$ cat config.mk
export PLATFORM = sky130hd
export DESIGN_NAME = digit_serial_adder_flat
export DESIGN_NICKNAME = d
export VERILOG_FILES = /design/src/rtl/digit_serial_adder_pkg.sv /design/src/rtl/digit_serial_adder_if.sv /design/src/rtl/digit_serial_adder_digit_adder.sv /design/src/rtl/digit_serial_adder.sv /design/src/flat_wrapper.sv
export SDC_FILE = /design/constraint.sdc
export NUM_CORES = 1
export LEC_CHECK = 0
export BUFFER_PORTS_ARGS = -buffer_cell sky130_fd_sc_hd__buf_2
export CORE_ASPECT_RATIO = 2
export CORE_UTILIZATION = 50
export DETAILED_ROUTE_END_ITERATION = 10
export PLACE_DENSITY_LB_ADDON = 0.1
export SYNTH_ARGS = -nofsm -noshare
export SYNTH_HDL_FRONTEND = slang
export SYNTH_SLANG_ARGS = --single-unit
export TNS_END_PERCENT = 30
$ cat constraint.sdc
create_clock -name clk -period 9.7 [get_ports clk]
set_clock_uncertainty 0.05 [all_clocks]
set_input_delay 2.91 -clock clk [delete_from_list [all_inputs] [get_ports clk]]
set_output_delay 2.91 -clock clk [all_outputs]
set_load 0.02 [all_outputs]
$ cat src/rtl/digit_serial_adder_pkg.sv
// -----------------------------------------------------------------------------
// digit_serial_adder_pkg
//   Shared definitions for the digit-serial adder slice: FSM state encodings
//   and the counter-width helper used to size the digit counter.
// -----------------------------------------------------------------------------
`timescale 1ns/1ps

package digit_serial_adder_pkg;

    // Encodings are fixed so that debug dumps and any external decoders
    // agree on the meaning of the 2-bit state value.
    typedef enum logic [1:0] {
        ST_IDLE = 2'd0,
        ST_BUSY = 2'd1,
        ST_DONE = 2'd2
    } state_t;

    // Digit counter width: enough bits to index NDIG digits, never zero.
    function automatic int cnt_width(input int ndig);
        return (ndig > 1) ? $clog2(ndig) : 1;
    endfunction

endpackage

$ cat src/rtl/digit_serial_adder_if.sv
// -----------------------------------------------------------------------------
// digit_serial_adder_if
//   Operand / result handshake bundle for digit_serial_adder.
//   Ports (as seen from the adder, slave modport):
//     in_valid  in   operands a/b/cin valid
//     in_ready  out  adder can accept operands
//     a, b      in   WIDTH-bit operands
//     cin       in   carry-in
//     out_valid out  sum/cout/ovf valid
//     out_ready in   consumer accepts the result
//     sum       out  WIDTH-bit (a+b+cin) mod 2^WIDTH
//     cout      out  carry out of the MSB
//     ovf       out  signed overflow
//   The master modport is the producer/consumer side (testbench or parent).
// -----------------------------------------------------------------------------
`timescale 1ns/1ps

interface digit_serial_adder_if #(
    parameter int WIDTH = 32
);
    logic             in_valid;
    logic             in_ready;
    logic [WIDTH-1:0] a;
    logic [WIDTH-1:0] b;
    logic             cin;
    logic             out_valid;
    logic             out_ready;
    logic [WIDTH-1:0] sum;
    logic             cout;
    logic             ovf;

    modport master (
        output in_valid, a, b, cin, out_ready,
        input  in_ready, out_valid, sum, cout, ovf
    );

    modport slave (
        input  in_valid, a, b, cin, out_ready,
        output in_ready, out_valid, sum, cout, ovf
    );
endinterface

$ cat src/rtl/digit_serial_adder_digit_adder.sv
// -----------------------------------------------------------------------------
// digit_adder
//   Combinational ripple of DIGIT full-adder bit cells; one digit of the
//   digit-serial datapath.
//   Ports:
//     i_a, i_b  in   DIGIT-bit digit operands
//     i_ci      in   carry into bit 0 of the digit
//     o_s       out  DIGIT-bit digit sum
//     o_co      out  carry out of the top bit of the digit
//     o_c_msb   out  carry into the top bit of the digit (for signed overflow)
// -----------------------------------------------------------------------------
`timescale 1ns/1ps

module digit_adder #(
    parameter int DIGIT = 4
) (
    input  logic [DIGIT-1:0] i_a,
    input  logic [DIGIT-1:0] i_b,
    input  logic             i_ci,
    output logic [DIGIT-1:0] o_s,
    output logic             o_co,
    output logic             o_c_msb
);
    // w_c[i] is the carry into bit i; w_c[DIGIT] is the digit carry-out.
    logic [DIGIT:0] w_c;

    assign w_c[0] = i_ci;

    for (genvar i = 0; i < DIGIT; i++) begin : g_bit
        assign o_s[i]   = i_a[i] ^ i_b[i] ^ w_c[i];
        assign w_c[i+1] = (i_a[i] & i_b[i]) | (w_c[i] & (i_a[i] ^ i_b[i]));
    end

    assign o_co    = w_c[DIGIT];
    assign o_c_msb = w_c[DIGIT-1];
endmodule

$ cat src/rtl/digit_serial_adder.sv
// -----------------------------------------------------------------------------
// digit_serial_adder
//   Multi-cycle adder: sum = a + b + cin, computed DIGIT bits per clock,
//   least-significant digit first, with a single carry register between
//   digits. Trades latency (WIDTH/DIGIT cycles) for a DIGIT-bit adder.
//   Ports:
//     clk  in   single clock, all state changes on the rising edge
//     rst  in   synchronous, active-high reset
//     bus  slave modport of digit_serial_adder_if (operand and result
//          valid/ready handshakes, a/b/cin in, sum/cout/ovf out)
//   Flow: IDLE accepts operands -> BUSY walks NDIG digits -> DONE holds the
//   result until out_ready -> IDLE. No accept while DONE, so throughput is
//   one operation per NDIG+2 cycles.
// -----------------------------------------------------------------------------
`timescale 1ns/1ps

module digit_serial_adder
    import digit_serial_adder_pkg::*;
#(
    parameter int WIDTH = 32,
    parameter int DIGIT = 4
) (
    input  logic                clk,
    input  logic                rst,
    digit_serial_adder_if.slave bus
);
    localparam int NDIG = (DIGIT >= 1) ? (WIDTH / DIGIT) : 1;
    localparam int CW   = cnt_width(NDIG);

    // Reject parameter sets that would leave a partial top digit.
    if (WIDTH < 1 || DIGIT < 1 || DIGIT > WIDTH ||
        (DIGIT >= 1 && (WIDTH % DIGIT) != 0)) begin : g_bad_params
        $error("digit_serial_adder: illegal WIDTH=%0d DIGIT=%0d", WIDTH, DIGIT);
    end

    state_t            r_state;
    state_t            w_state_next;
    logic [CW-1:0]     r_cnt;
    logic              r_carry;
    logic [WIDTH-1:0]  r_a;
    logic [WIDTH-1:0]  r_b;
    logic [WIDTH-1:0]  r_sum;
    logic              r_cout;
    logic              r_ovf;

    logic              w_accept;
    logic              w_last;
    logic [DIGIT-1:0]  w_a_dig;
    logic [DIGIT-1:0]  w_b_dig;
    logic [DIGIT-1:0]  w_dig_s;
    logic              w_dig_co;
    logic              w_dig_c_msb;

    assign w_accept = (r_state == ST_IDLE) && bus.in_valid;
    assign w_last   = (r_cnt == CW'(NDIG - 1));

    // ------------------------------------------------------------------
    // FSM: state register
    // ------------------------------------------------------------------
    // NOTE: sequential state is assigned with <= so every flop samples the
    // pre-edge values; blocking = here would create order-dependent races.
    always_ff @(posedge clk) begin
        if (rst) begin
            r_state <= ST_IDLE;
        end else begin
            r_state <= w_state_next;
        end
    end

    // ------------------------------------------------------------------
    // FSM: next-state logic
    // ------------------------------------------------------------------
    always_comb begin
        // NOTE: default assignment first so no path leaves w_state_next
        // unassigned, which would otherwise infer a latch.
        w_state_next = r_state;
        case (r_state)
            ST_IDLE: if (bus.in_valid)  w_state_next = ST_BUSY;
            ST_BUSY: if (w_last)        w_state_next = ST_DONE;
            ST_DONE: if (bus.out_ready) w_state_next = ST_IDLE;
            default:                    w_state_next = ST_IDLE;
        endcase
    end

    // ------------------------------------------------------------------
    // FSM: outputs
    // ------------------------------------------------------------------
    always_comb begin
        bus.in_ready  = (r_state == ST_IDLE);
        bus.out_valid = (r_state == ST_DONE);
    end

    // ------------------------------------------------------------------
    // Operand capture
    // ------------------------------------------------------------------
    // NOTE: operand registers carry no reset; they are always written at the
    // handshake before anything reads them, so a reset would only add logic.
    always_ff @(posedge clk) begin
        if (w_accept) begin
            r_a <= bus.a;
            r_b <= bus.b;
        end
    end

    // Select digit r_cnt of each captured operand.
    always_comb begin
        w_a_dig = '0;
        w_b_dig = '0;
        for (int d = 0; d < NDIG; d++) begin
            if (r_cnt == CW'(d)) begin
                w_a_dig = r_a[d*DIGIT +: DIGIT];
                w_b_dig = r_b[d*DIGIT +: DIGIT];
            end
        end
    end

    digit_adder #(
        .DIGIT (DIGIT)
    ) u_digit_adder (
        .i_a     (w_a_dig),
        .i_b     (w_b_dig),
        .i_ci    (r_carry),
        .o_s     (w_dig_s),
        .o_co    (w_dig_co),
        .o_c_msb (w_dig_c_msb)
    );

    // ------------------------------------------------------------------
    // Counter, carry register and result registers
    // ------------------------------------------------------------------
    always_ff @(posedge clk) begin
        if (rst) begin
            r_cnt   <= '0;
            r_carry <= 1'b0;
            r_sum   <= '0;
            r_cout  <= 1'b0;
            r_ovf   <= 1'b0;
        end else begin
            case (r_state)
                ST_IDLE: begin
                    if (bus.in_valid) begin
                        r_carry <= bus.cin;
                        r_cnt   <= '0;
                    end
                end
                ST_BUSY: begin
                    for (int d = 0; d < NDIG; d++) begin
                        if (r_cnt == CW'(d)) begin
                            r_sum[d*DIGIT +: DIGIT] <= w_dig_s;
                        end
                    end
                    r_carry <= w_dig_co;
                    if (w_last) begin
                        r_cout <= w_dig_co;
                        // Carry into the MSB differs from carry out of it
                        // exactly when the signed result overflowed.
                        r_ovf  <= w_dig_c_msb ^ w_dig_co;
                    end else begin
                        r_cnt  <= r_cnt + CW'(1);
                    end
                end
                default: ;
            endcase
        end
    end

    assign bus.sum  = r_sum;
    assign bus.cout = r_cout;
    assign bus.ovf  = r_ovf;
endmodule

$ cat src/flat_wrapper.sv
// flat-port wrapper written by rule: the top's interface ports become plain ports
module digit_serial_adder_flat import digit_serial_adder_pkg::*;
#(
    parameter int WIDTH = 32,
    parameter int DIGIT = 4
)
  (clk, rst, bus_in_valid, bus_a, bus_b, bus_cin, bus_out_ready, bus_in_ready, bus_out_valid, bus_sum, bus_cout, bus_ovf);
  digit_serial_adder_if #(.WIDTH(WIDTH)) bus_i ();
  input  logic clk;
  input  logic rst;
  input wire logic [$bits(bus_i.in_valid)-1:0] bus_in_valid;
  input wire logic [$bits(bus_i.a)-1:0] bus_a;
  input wire logic [$bits(bus_i.b)-1:0] bus_b;
  input wire logic [$bits(bus_i.cin)-1:0] bus_cin;
  input wire logic [$bits(bus_i.out_ready)-1:0] bus_out_ready;
  output wire logic [$bits(bus_i.in_ready)-1:0] bus_in_ready;
  output wire logic [$bits(bus_i.out_valid)-1:0] bus_out_valid;
  output wire logic [$bits(bus_i.sum)-1:0] bus_sum;
  output wire logic [$bits(bus_i.cout)-1:0] bus_cout;
  output wire logic [$bits(bus_i.ovf)-1:0] bus_ovf;
  assign bus_i.in_valid = bus_in_valid;
  assign bus_i.a = bus_a;
  assign bus_i.b = bus_b;
  assign bus_i.cin = bus_cin;
  assign bus_i.out_ready = bus_out_ready;
  assign bus_in_ready = bus_i.in_ready;
  assign bus_out_valid = bus_i.out_valid;
  assign bus_sum = bus_i.sum;
  assign bus_cout = bus_i.cout;
  assign bus_ovf = bus_i.ovf;
  digit_serial_adder #(.WIDTH(WIDTH), .DIGIT(DIGIT)) u_core (.clk(clk), .rst(rst), .bus(bus_i));
endmodule
==> insert_results.sql <==
INSERT INTO impl_metrics (metric_group, metric, value, unit) VALUES
('global_route', 'pin_count_of_the_biggest_net_entering_global_routing', '67', ''),
('setup_path', 'critical_path_class', 'flip-flop to flip-flop', ''),
('synthesis', 'total_number_of_yosys_warnings', '0', ''),
('cells_and_area', 'filler_cell_count', '731', ''),
('route', 'avgViaCountPerCell', '5.46', ''),
('setup_path', 'worstSetupStartpointType', 'flip-flop', ''),
('die', 'die_span_in_x', '68.5', 'um'),
('job', 'maxCapViolations', '0', ''),
('route', 'wl', '9610', 'um'),
('timing', 'max-slew-margin-rel', '40.1', '%'),
('hold_path', 'holdPathStages', '2', ''),
('synthesis', 'post_synth_num_cell_types', '44', ''),
('die', 'floorplan.rows', '48', ''),
('die', 'floorplan.core_area', '0.00859', 'mm2'),
('setup_path', 'crit_slowest_cell', 'dfxtp_1', ''),
('power', 'worst_ir_drop_vdd', '0.130', 'mV'),
('clocking', 'h-tree-depth', '3', ''),
('synthesis', 'asyncSetResetFlopFracSynth', '0', '%'),
('outcome', 'outcome', 'finished clean', ''),
('timing', 'grt_setup_unrepaired', 'no', ''),
('setup_path', 'worstPathMaxFanout', '24', ''),
('synthesis', 'synth-edff-count', '64', ''),
('power', 'power_leakage', '2.16', 'nW'),
('die', 'floorplan.io_pins', '105', ''),
('clocking', 'tritoncts.num_buffers', '9', ''),
('setup_path', 'cp.depth', '15', ''),
('clocking', 'path_clk_slew', '60', 'ps'),
('setup_path', 'timing.reg2reg.worst_path_depth', '15', ''),
('clocking', 'cts_post_setup_buffers_inserted', '0', ''),
('synthesis', 'synth_common_cells', '64 x edfxtp_1, 40 x dfxtp_1, 39 x nor2_1', ''),
('synthesis', 'synthFlopType', 'edfxtp_1', ''),
('setup_path', 'crit_path_cell_trace', 'inv_1 > ha_1 > inv_1 > o221ai_1 > a221oi_1 > o32ai_1 > fa_1 > inv_1 > fa_1 > inv_1 > fa_1 > inv_1 > fa_1 > mux2i_1 > nor2_1', ''),
('timing', 'setup_viol_count_final', '0', ''),
('synthesis', 'synthMostInstantiatedCell', 'edfxtp_1', ''),
('setup_path', 'critical-path-max-stage-delay', '850', 'ps'),
('synthesis', 'synth.cell_area', '0.00442', 'mm2'),
('placement', 'globalplace.congestion', '0.815', ''),
('timing', 'worst_hold_slack', '409', 'ps'),
('timing', 'max_slew.worst_pin.slew', '899', 'ps'),
('setup_path', 'cell_family_with_most_cp_delay', 'adder cells', ''),
('die', 'start_util', '51.5', '%'),
('cells_and_area', 'layout-area-overhead-vs-synth', '18.1', '%'),
('global_route', 'globalRoute.totalOverflow', '0', ''),
('clocking', 'clkLatencyLatePin', '340', 'ps'),
('route', 'detailroute.via_count', '3066', ''),
('timing', 'fin_setup_tns', '0', 'ps'),
('timing', 'min_period', '4850', 'ps'),
('timing', 'achievable-frequency', '206', 'MHz'),
('synthesis', 'area_leader_netlist', 'edfxtp_1', ''),
('clocking', 'clkSinkCount', '104', ''),
('setup_path', 'arrival', '5000', 'ps'),
('synthesis', 'synth.area.top_cells', 'edfxtp_1 43%, dfxtp_1 18%, mux2i_1 3.6%, nor2_1 3.3%, a211oi_1 3.2%', ''),
('global_route', 'grt_first_pass_wirelength', '14700', 'um'),
('clocking', 'tritoncts_clock_tree', 'yes', ''),
('placement', 'worst_setup_timing_slack_at_the_placement_stage', '4920', 'ps'),
('die', 'die_area', '0.00925', 'mm2'),
('power', 'pwr_density_cell', '181', 'mW/mm2'),
('global_route', 'grt_antenna_before_repair', '0', ''),
('die', 'die_h', '135', 'um'),
('cells_and_area', 'final_net_count', '536', ''),
('route', 'drt_drc', '0', ''),
('timing', 'finalHoldViolations', '0', ''),
('clocking', 'postCtsResizedCells', '0', ''),
('cells_and_area', 'final_layout_size_suffix_gt1_share', '27.9', '%'),
('setup_path', 'crit_top_cell', 'inv_1', ''),
('hold_path', 'hold_path.class', 'flip-flop to flip-flop', ''),
('route', 'first_drt_iteration_drcs', '125', ''),
('synthesis', 'synth_area_per_cell', '12.1', 'um2'),
('global_route', 'track_usage', '22.4', '%'),
('clocking', 'cts.root.buffer_cell', 'clkbuf_16', ''),
('synthesis', 'synthesized_instance_count', '366', '');
state kept, by name (all words and copies together), names as in the netlist:
signal	count
u_core.r_carry	1
u_core.r_cnt	3
u_core.bus.ovf	1
u_core.bus.sum	32
u_core.bus.cout	1
u_core.r_b	32
u_core.r_state	2
u_core.r_a	32
per-layer routing:
metal | vias up | GRT usage [%] | part of all wire [%]
li1 | 1506 | - | -
met1 | 1452 | 24.1 | 37
met2 | 92 | 40.4 | 57
met3 | 16 | 4.31 | 3.0
met4 | 0 | 9.84 | 3.0
met5 | - | 0 | 0
power breakdown:
group / internal, mW / leakage, nW / switching (mW)
logic: 0.0436 / 1.09 / 0.0690
clock network: 0.187 / 0.134 / 0.144
registers: 0.494 / 0.936 / 0.00929
total: 0.725 / 2.16 / 0.222
logic make-up (layout without fill, tap and decap cells):
group | count (synthesis) | in the layout | synth area share, %
adders and majority gates | 10 | 10 | 3.51
AOI/OAI and AO/OA | 82 | 82 | 13.3
buffers and inverters | 47 | 143 | 5.06
and+or+nand+nor | 105 | 105 | 12.5
xor gates and xnor gates | 1 | 1 | 0.198
DFF | 104 | 104 | 61.6
muxes | 17 | 17 | 3.88
layout by cell type (no fill, tap or decap), drive strengths merged, types with 8 or more instances in the layout:
| master | n |
|---|---|
| o21ai | 8 |
| a211oi | 19 |
| clkbuf | 13 |
| nor2 | 42 |
| dfxtp | 40 |
| a221oi | 12 |
| nand2 | 30 |
| edfxtp | 64 |
| mux2i | 16 |
| buf | 107 |
| inv | 21 |
| a21oi | 20 |
per-stage QoR:
step / cell area, um2 / total power [mW] / util [%] / cells
2_1_floorplan: 4420 / 0.585 / - / 366
3_3_place_gp: 4950 / 0.624 / 57.6 / 546
3_5_place_dp: 4950 / 0.627 / 57.6 / 546
4_1_cts: 5230 / 0.958 / 60.8 / 562
5_1_grt: 5230 / 0.986 / 60.8 / 562
6_report: 5230 / 0.948 / 60.8 / 562
tightest hold or removal path, cell delays in order (launching register included):
cell	delay [ps]
dfxtp_1	310
nand2_1	50
a21oi_1	50
path summary, 6_finish.rpt:
check | start | endpoint | slack, ps
setup reg to reg | u_core.r_cnt[2]$_SDFFE_PP0P_ | u_core.bus.sum[3]$_SDFFE_PP0P_ | 4850
hold reg to reg | u_core.bus.ovf$_SDFFE_PP0P_ | u_core.bus.ovf$_SDFFE_PP0P_ | 410
hold / removal | u_core.bus.ovf$_SDFFE_PP0P_ | u_core.bus.ovf$_SDFFE_PP0P_ | 410
setup / recovery | u_core.r_cnt[2]$_SDFFE_PP0P_ | u_core.bus.sum[3]$_SDFFE_PP0P_ | 4850
final cells by class:
type / count / area, um2 / area share (%)
flip-flops and latches: 104 / 2720 / 52.1
multi-input cells: 215 / 1480 / 28.4
repair buffers: 107 / 543 / 10.4
clock buffers: 13 / 260 / 4.98
well taps: 100 / 125 / 2.39
inverters: 20 / 75.1 / 1.44
clock inverters: 3 / 17.5 / 0.335
Power figures use the tool's default switching activity.
